--- src/rtl/prio_enc_pend.sv ---
// Registered N-line priority encoder with sticky pending flags.
// Fixed or round-robin selection, valid/ready output port.
module prio_enc_pend #(
  parameter int N          = 8,
  parameter int ACTIVE_LOW = 1,
  parameter int EDGE       = 0,
  parameter int RR         = 0,
  localparam int W         = $clog2(N)
) (
  input  logic         clk,
  input  logic         rst_n,
  input  logic         en_n,
  input  logic         flush,
  input  logic [N-1:0] req_in,
  input  logic [N-1:0] irq_mask,
  output logic [W-1:0] out_code,
  output logic         out_valid,
  input  logic         out_ready,
  output logic         any_pend,
  output logic [N-1:0] pend_vec
);

  localparam logic [N-1:0] ONE = {{(N-1){1'b0}}, 1'b1};
  localparam logic [W:0]   NW  = (W+1)'(N);

  logic [N-1:0] pend_q, pend_d;
  logic [N-1:0] raw_q, raw_d;
  logic [W-1:0] out_code_q, out_code_d;
  logic         out_valid_q, out_valid_d;
  logic [W-1:0] rr_ptr_q, rr_ptr_d;

  logic [N-1:0] raw, set, clr, cand;
  logic         hs;
  logic [W-1:0] win;
  logic         found;
  logic [W:0]   idx;
  logic [W:0]   nxt;
  logic [N-1:0] shf;

  // Capture requests into pending; accepted code clears, new set wins
  always_comb begin
    raw   = (ACTIVE_LOW != 0) ? ~req_in : req_in;
    raw_d = raw;
    set   = (EDGE != 0) ? (raw & ~raw_q) : raw;
    if (en_n) set = '0;
    hs    = out_valid_q & out_ready;
    clr   = hs ? (ONE << out_code_q) : '0;
    pend_d = (pend_q & ~clr) | set;
    if (flush) pend_d = '0;
    cand  = pend_q & ~irq_mask & ~clr;
  end

  // Pick the winner among candidates: highest index or round-robin
  always_comb begin
    win   = '0;
    found = 1'b0;
    idx   = '0;
    shf   = '0;
    if (RR != 0) begin
      for (int i = 0; i < N; i++) begin
        idx = {1'b0, rr_ptr_q} + (W+1)'(i);
        if (idx >= NW) idx = idx - NW;
        shf = cand >> idx;
        if (!found && shf[0]) begin
          win   = idx[W-1:0];
          found = 1'b1;
        end
      end
    end else begin
      for (int i = 0; i < N; i++) begin
        shf = cand >> i;
        if (shf[0]) win = W'(i);
      end
    end
  end

  // Output register loads when free or being accepted; pointer follows grants
  always_comb begin
    out_valid_d = out_valid_q;
    out_code_d  = out_code_q;
    if (!out_valid_q || out_ready) begin
      if (|cand) begin
        out_code_d  = win;
        out_valid_d = 1'b1;
      end else begin
        out_valid_d = 1'b0;
      end
    end
    if (flush) out_valid_d = 1'b0;
    nxt = {1'b0, out_code_q} + {{W{1'b0}}, 1'b1};
    if (nxt >= NW) nxt = '0;
    rr_ptr_d = rr_ptr_q;
    if (hs) rr_ptr_d = nxt[W-1:0];
  end

  // State registers
  always_ff @(posedge clk or negedge rst_n) begin
    if (!rst_n) begin
      pend_q      <= '0;
      raw_q       <= '0;
      out_code_q  <= '0;
      out_valid_q <= 1'b0;
      rr_ptr_q    <= '0;
    end else begin
      pend_q      <= pend_d;
      raw_q       <= raw_d;
      out_code_q  <= out_code_d;
      out_valid_q <= out_valid_d;
      rr_ptr_q    <= rr_ptr_d;
    end
  end

  assign out_code  = out_code_q;
  assign out_valid = out_valid_q;
  assign pend_vec  = pend_q;
  assign any_pend  = |(pend_q & ~irq_mask);

endmodule
--- config.mk ---
export PLATFORM = sky130hd
export DESIGN_NAME = prio_enc_pend
export DESIGN_NICKNAME = d
export VERILOG_FILES = /design/src/rtl/prio_enc_pend.sv
export SDC_FILE = /design/constraint.sdc
export NUM_CORES = 1
export LEC_CHECK = 0
export CAP_MARGIN = 0
export CORE_MARGIN = 2
export CORE_UTILIZATION = 40
export CTS_BUF_LIST = sky130_fd_sc_hd__clkbuf_4
export DETAILED_ROUTE_END_ITERATION = 10
export GPL_TIMING_DRIVEN = 0
export PLACE_DENSITY_LB_ADDON = 0.05
export SETUP_SLACK_MARGIN = 0.3
export SLEW_MARGIN = 20
export SYNTH_ARGS = -nofsm -noshare
export SYNTH_HDL_FRONTEND = slang
export SYNTH_SLANG_ARGS = --single-unit
--- constraint.sdc ---
create_clock -name clk -period 1.65 [get_ports clk]
set_input_delay 0.2475 -clock clk [delete_from_list [all_inputs] [get_ports clk]]
set_output_delay 0.2475 -clock clk [all_outputs]
set_load 0.05 [all_outputs]
# == After elaboration in Yosys (flattened, before gate mapping) ==
# Cells that the tools add are included.
# Widths: inputs -> output; s select.
# word_totals
register_bits,12
out_inout_bits,13
wordCells,31
in_bits,21
# op_classes
n_reduce_logical,6
shifts,1
n_mux,13
bitwise_logic,8
# op_table
op,n
$and 8x8->8,3
$mux 8,3
$not 8->8,3
$reduce_or 8->1,2
$mux 3,4
$or 8x8->8,1
$shl 1x3->8 const A,1
$mux 1,4
$mux 2,2
$reduce_and 2->1,1
$reduce_bool 2->1,1
$and 1x1->1,1
$logic_not 1->1,1
$logic_or 1x1->1,1

# == Longest topological paths before layout ==
# depth
ltp_word,11
mapped_depth,6
depth_no_buf,5

# == Worst setup path before layout ==
# Ideal clock, no wire load.
# synth_timing
kind,register to register
startpoint,register out_code_q[1] (netlist: out_code[1])
endpoint,register out_code_q[1] (netlist: out_code[1])
path_stages_with_launch,7
period_less_slack_ns,2.104
slack_ns,-0.454
setup_time_ns,0.125
required_ns,1.525
t_arrival_ns,1.979
path_buffers,1
cell_sequence,dfrtp_1 buf_6 nand4_2 o32ai_2 o21ai_2 o31ai_4 mux2_4
# synth_between
elab_chain_cells,10
elab_cells_between_ends,12
cone_classes,shift (1); mux (7); bitwise (2); reduce/logical (2)
# synth_rtl
item,line,rtl
start: declaration,28,"logic [W-1:0] out_code_q, out_code_d;"
start signal: assignment,107,out_code_q <= out_code_d;
$shl 1x3->8 (*),47,clr = hs ? (ONE << out_code_q) : '0;
$mux 8 (*),47,
$not 8->8 (*),50,cand = pend_q & ~irq_mask & ~clr;
$and 8x8->8 (*),50,
$mux 2 (2 in a row),72,if (shf[0]) win = W'(i);
$mux 3 (4 in a row),72,
# Mark *: on every way between the ends. The rest lies on a longest branch, timed or not.
# A chain may end at the register's enable or synchronous reset.

# == Worst setup path after layout ==
# Same ends and word-level chain as after synthesis.

==> metrics.md <==
| Metric | Value |
|---|---|
| Num rows | 16 |
| Crit Path Max Fanout | 4 |
| Cell Area, Synth | between 800 and 900 µm² |
| First-pass GRT wire length | roughly 4000 µm |
| GRT Total Usage | between 20% and 30% |
| EDFF count, synth | 0 |
| Final WL | 2590 µm |
| Slew Viols, Final | 0 |
| Root Driver | clkbuf_4 |
| Vias in the first global route | ~900 |
| Layout cell share with drive strength beyond 1 | approximately half |
| Fin worst setup slack | -151 ps |
| FFs w/ async S/R, synth | 100% |
| Fmax | 555 MHz |
| Final hold vios | 0 |
| Adder-cell area share of the yosys netlist | 0% |
| Initial antenna violation count | 0 |
| Pwr Density | approximately 890 mW/mm² |
| Worst VDD drop | between 0.6 and 0.7 mV |
| Leak | 0.585 nW |
| Final min period | around 1800 ps |
| Die Ht | between 50 and 60 µm |
| Average wire per standard cell | ~15 µm |
| Total I/O pin count | 34 |
| Crit-path cells | nand4b_1 -> a211oi_2 -> o21ai_2 -> o31ai_4 -> mux2_4 |
| Syn Inst Count | 97 |
| DR iter-0 viols | 21 |
| Clock latency on the worst-skew pair | 280 ps |
| Slew HR | just over 60% |
| Register bit total from synthesis | 12 |
| Most frequent cells in the layout | clkdlybuf4s50_1, buf_4, nor2_1, dfrtp_2 |
| Crit path capture type | flop |
| Drt via density | 5.42 |
| Die area | 0.00257 mm² |
| Core area | 0.00200 mm² |
| Final setup violation count | 4 |
| Port Buf Inserts | 32 |
| Arrival time at the worst endpoint | 1970 ps |
| Seq/Total Area, Yosys | between 30% and 40% |
| Synth Area in Compound Gates | between 20% and 30% |
| Final Core Density | about three quarters |
| Syn Nets | 118 |
| Post-CTS Hold Fix Bufs | 0 |
| CTS H-Tree Depth | 1 |
| Max-Cap Viols | 0 |
| CTS Buf Count | 3 |
| Worst-margin pin slew | between 500 and 600 ps |
| XOR/XNOR Fraction of Synth Area | 0% |
| Yosys cell types | 37 |
| Failing checks | negative setup slack |
| TritonCTS clock tree | built |
| RSZ-0062 raised after global routing | true |
| Most common cell after layout, fill and taps aside | clkdlybuf4s50_1 |
| Mean Syn Cell Area | between 9 and 10 µm² |
| Critical Path RT | around 1800 ps |
| Worst-path clk slew | ~80 ps |
| Worst stage delay on the critical path | roughly 430 ps |
| Total chip power | 0.00132 W |
| Post-synthesis mux area share | about 5.4% |
| Register area | between 300 and 400 µm² |
| Starting Density | a little over two fifths |
| Area Overhead vs Synth | 70.2% |
| Clk sinks | 12 |
| Area of the multi-input gates | 677 µm² |
| Path type of the worst min-delay path | in2async |
| DRC | 0 |
| Post-route ant nets | 0 |
| CP startpoint kind | flop |
| Fin crit share | 109% |
| CP max stage cell | dfrtp_2 |
| Most common flop cell mapped by yosys | dfrtp_1 |
| Die width | 50.7 µm |
| Clock Skews | 3.12 ps |
| Simple-gate share of the synthesized area | between 30% and 40% |
| Status | complete, but fails checks |
| Filler Cell Count | between 100 and 150 |
| GRT overflow | 0 |
| CTS Buffer Depth | 2 |
| Warnings, synthesis | 0 |
| Antenna cells | 0 |
| Routed via count | about 930 |
| Nets | roughly 170 |
| Placer congestion estimate | 0.857 |
| DP HPWL | about 1700 µm |
| Drt first pass iters | 4 |
| Largest net degree at the start of global routing | 13 |
| Main combinational cell family by area after synthesis | simple AND/OR/NAND/NOR gates |
| Kind of critical path | reg2reg |
| Final TNS setup | -423 ps |
-- per-stage QoR --
stage / std cells / cell area, µm² / hold WS (ps) / setup WS [ps]
after floorplan: 97 / 938 / -48.1 / -212
after global placement: 156 / 1290 / 525 / -571
after detailed placement: 156 / 1290 / 536 / -631
after CTS: 169 / 1450 / 352 / -119
after global routing: 172 / 1490 / 370 / -215
final: 172 / 1490 / 324 / -151
-- registers in the layout, summed over array words and instances, names as in the netlist --
register and cells:
out_code 3, pend_vec 8, out_valid 1
-- cells in the mapped netlist, drive strengths merged (2+ instances only) --
cell,number,area (µm²)
or2,6,37.5
nand3,2,10.0
a21oi,12,60.1
nor2b,7,43.8
nor3,3,15.0
nand2b,4,25.0
and3b,2,18.8
o21ai,6,33.8
nand4b,2,17.5
nor2,12,45.0
dfrtp,12,300
a211oi,2,20.0
mux2,3,37.5
nand2,3,11.3
nor3b,3,22.5
nand4,2,18.8
buf,3,20.0
-- kinds of logic (layout without fill, tap and decap cells) --
group	count (synthesis)	count (layout)
buffers and inverters	4	52
multiplexers	4	4
flip-flops	12	12
AO/OA/AOI/OAI	28	28
AND/OR/NAND/NOR	49	49
-- worst max-delay path: cells and delay by family, from the launching register on --
| kind | cells | cell delay [ps] |
|---|---|---|
| simple gates | 1 | 290 |
| mux | 1 | 320 |
| compound gates | 3 | 660 |
| flops | 1 | 430 |
-- layer usage --
metal	share of wire (%)	GRT usage, %	up-vias	wire (µm)
li1	-	-	458	-
met3	4.2	2.98	4	110
met5	0	0	-	0
met2	49	36.6	33	1280
met1	45	26.7	438	1170
met4	1.3	6.76	0	33
-- final cells by class --
cell class                      instances  area share [%]
Multi-Input combinational cell         81            45.5
Tap cell                               27            2.27
Sequential cell                        12            21.1
Buffer                                  3            1.77
Timing Repair Buffer                   44            27.3
Inverter                                1           0.253
Clock buffer                            3            1.52
Clock inverter                          1           0.253
-- where the power goes --
part / internal [W] / switching, W
Combinational: 0.000317 / 0.000408
Clock: 0.0000878 / 0.000111
Sequential: 0.000342 / 0.0000579
Total: 0.000747 / 0.000576
-- timing repair --
item,CTS,global route
hold endpoints to repair,0,0
setup buffers,9,3
cloned,0,0
gates resized for setup,62,12
pin swaps,7,5
endpoints found under the setup margin,18,12
-- worst paths after layout --
path / slack [ps] / to / from / depth (start not counted)
worst max-delay path: -150 / out_code[1] / out_code[1] / 5
worst min-delay path: 320 / pend_vec[6] / rst_n / 1
worst max register to register: -150 / out_code[1] / out_code[1] / 5
worst min register to register: 550 / pend_vec[0] / pend_vec[0] / 2
max in group asynchronous: 920 / pend_vec[1] / rst_n / 1
min in group clk: 370 / pend_vec[0] / flush / 2
No activity file was read; power rests on OpenSTA's default activity.
==> variant (same flow settings) <==
The parameter `RR` goes from 0 to 1.
--- a/src/rtl/prio_enc_pend.sv
+++ b/src/rtl/prio_enc_pend.sv
@@ -4,7 +4,7 @@
   parameter int N          = 8,
   parameter int ACTIVE_LOW = 1,
   parameter int EDGE       = 0,
-  parameter int RR         = 0,
+  parameter int RR         = 1,
   localparam int W         = $clog2(N)
 ) (
   input  logic         clk,
Formal check against the unedited RTL: not equivalent (a bounded check fails within 4 cycles, from zero or initial values and one cycle with rst_n low).
==> variant against the original RTL <==
Sequential cell count up 3. Clock skew up 3.8 ps. Critical endpoint is now out_code[0]$_DFFE_PN0P_. Synthesized area up 120%. Total power rose to 3.5 times the old value. Wire length rose to 2.5 times the old value. Count of clock-buffer cells in the layout up 1. Setup slack worse by 1200 ps. Largest cell class unchanged. Critical path depth up 5. The flow still finishes with violations (negative setup slack). Cell area up 94%. First-iteration DRC count rose to 4.6 times the old value.
==> variant: results (changes against the original RTL) <==
Outcome
  • Outcome: finished, violations left (unchanged)
  • Failing checks: negative setup slack (unchanged)

Timing
  • Sum Neg Setup Slack: -4200 ps (was -423 ps)
  • Rel. slew slack: 0.543 (was 0.621)
  • Setup-failing EPs final: 4 (unchanged)
  • Worst-case clock skew: 6.91 ps (was 3.12 ps)
  • Final setup margin: -1380 ps (was -151 ps)

Global route
  • Total Routing Usage GR: 0.238 (was 0.211)
  • Number of global-route vias before repair: 1924 (was 902)
  • Pin count of the biggest net entering global routing: 16 (was 13)
  • First-pass GRT wire length: 9.60 mm (was 4.04 mm)

Power and ir drop
  • Max rail drop VDD: 0.895 mV (was 0.640 mV)
  • Leak: 1.14 nW (was 0.585 nW)

Placement
  • Instance area at placement: 2360 µm² (was 1290 µm²)
  • Worst slack at placement: -1560 ps (was -631 ps)
  • Cell total after placement: 303 (was 156)
  • RePlAce Congestion: 0.863 (was 0.857)
  • HPWL after detailed placement: 4.38 mm (was 1.75 mm)
  • Input/output buffers: 30 (was 32)

Clock network
  • Clock edge transition at the registers on the reported setup and hold paths: 100 ps (was 80 ps)
  • Latest clock arrival within the worst-skew pair: 290 ps

Detailed routing
  • Wirelength, routed: 6.50 mm (was 2.59 mm)
  • Avg Vias per Cell: 6.12 (was 5.42)
  • DR iter-0 viols: 97 (was 21)

Synthesis
  • Gate count of the mapped netlist: 221 (was 97)
  • Number of distinct standard cells referenced by the synthesized netlist: 55 (was 37)
  • Warnings from Yosys: 0 (unchanged)
  • Synth area leaders: dfrtp_1, mux4_2, mux2i_1 (was dfrtp_1, a21oi_1, nor2_1)
  • Nets in the synthesized netlist: 251 (was 118)
  • List of most frequent post-synthesis cells: nor2_1, nand2_1, dfrtp_1 (was a21oi_1, dfrtp_1, nor2_1)
  • Share of synthesized area occupied by flip-flops and latches: 0.199 (was 0.344)
  • Fraction of registers with async set or reset after synthesis: 1.00 (unchanged)

Critical path
  • CP Data Arrival Time: 3240 ps (was 1970 ps)

Hold path
  • Hold Crit Class: in -> reg (was in -> async)

Cells and area
  • Layout cell share with drive strength beyond 1: 0.465 (was 0.517)
  • Fillers: 388 (was 146)
  • Layout Cells excl Fill: 338 (was 172)
  • Final net count: 317 (was 167)
-- variant: changes by cell type in the layout (fill, tap and decap cells not counted), moves of 6 or more --
| cell | change |
|---|---|
| buf_4 | +14 |
| nor2_1 | +13 |
| mux2i_1 | +12 |
| mux4_2 | +10 |
| nand2_1 | +7 |
| and2_1 | +6 |
| buf_6 | +6 |
| nand3_1 | +6 |
-- variant: layout make-up --
cell class / instances / share of cell area
buffer: 13 / 0.0330
sequential: 15 / 0.135
multi-input combinational: 186 / 0.592
inverter: 7 / 0.0143
clock buffer: 4 / 0.0104
timing repair buffer: 61 / 0.192
tap: 52 / 0.0226
-- variant: power by group --
group	leakage (nW)	switching, mW	internal [mW]
Clock	0.0184	0.123	0.110
Combinational	0.942	2.04	1.77
Sequential	0.175	0.133	0.470
Total	1.14	2.30	2.35
-- variant: final timing paths --
path,start,endpoint,slack [ps],cells after the start
min in group asynchronous,rst_n,rr_ptr_q[2]$_DFFE_PN0P_,360,1
min,out_ready,out_valid$_DFFE_PN0P_,350,3
max reg2reg,out_code[0]$_DFFE_PN0P_,out_code[0]$_DFFE_PN0P_,-1380,10
max in group asynchronous,rst_n,pend_vec[6]$_DFF_PN0_,800,1
max,out_code[0]$_DFFE_PN0P_,out_code[0]$_DFFE_PN0P_,-1380,10
min reg2reg,pend_vec[6]$_DFF_PN0_,pend_vec[6]$_DFF_PN0_,540,2
-- variant: cell families (layout without fill, tap and decap cells) --
logic type                 count (synthesis)  in the layout  synth area share
and+or+nand+nor                           96             96             0.269
AOI/OAI and AO/OA                         50             50             0.186
muxes                                     29             29             0.225
buffers and inverters                     20             85            0.0524
DFF                                       15             15             0.199
adders and majority gates                  9              9            0.0597
xor gates and xnor gates                   2              2           0.00929
-- variant: timing repair --
action / in CTS / in global routing
buffers inserted: 22 / 9
setup endpoints to repair: 22 / 16
resized for setup: 81 / 32
pin swaps: 13 / 8
endpoints found under the hold margin: 0 / 0
-- variant: metal layers --
layer,vias to the layer above,routed length (µm),GRT usage
met5,-,0,0
met4,0,49,0.0885
met3,4,216,0.0276
met2,49,3230,0.383
met1,1042,3000,0.329
li1,972,-,-
-- variant: critical path, stage by stage (launching register included) --
cell      delay [ps]
dfrtp_2          470
ha_4             160
ha_1             150
nand3_2          130
and2_1           200
mux4_2           490
a21o_1           190
or4_4            570
o311ai_4         300
o32ai_2          110
a31oi_1          170
-- variant: per-stage QoR --
stage	utilization	power (mW)
after floorplan	-	2.81
after global placement	0.532	3.51
after detailed placement	0.532	3.49
after CTS	0.606	4.24
after global routing	0.648	4.94
final	0.648	4.65
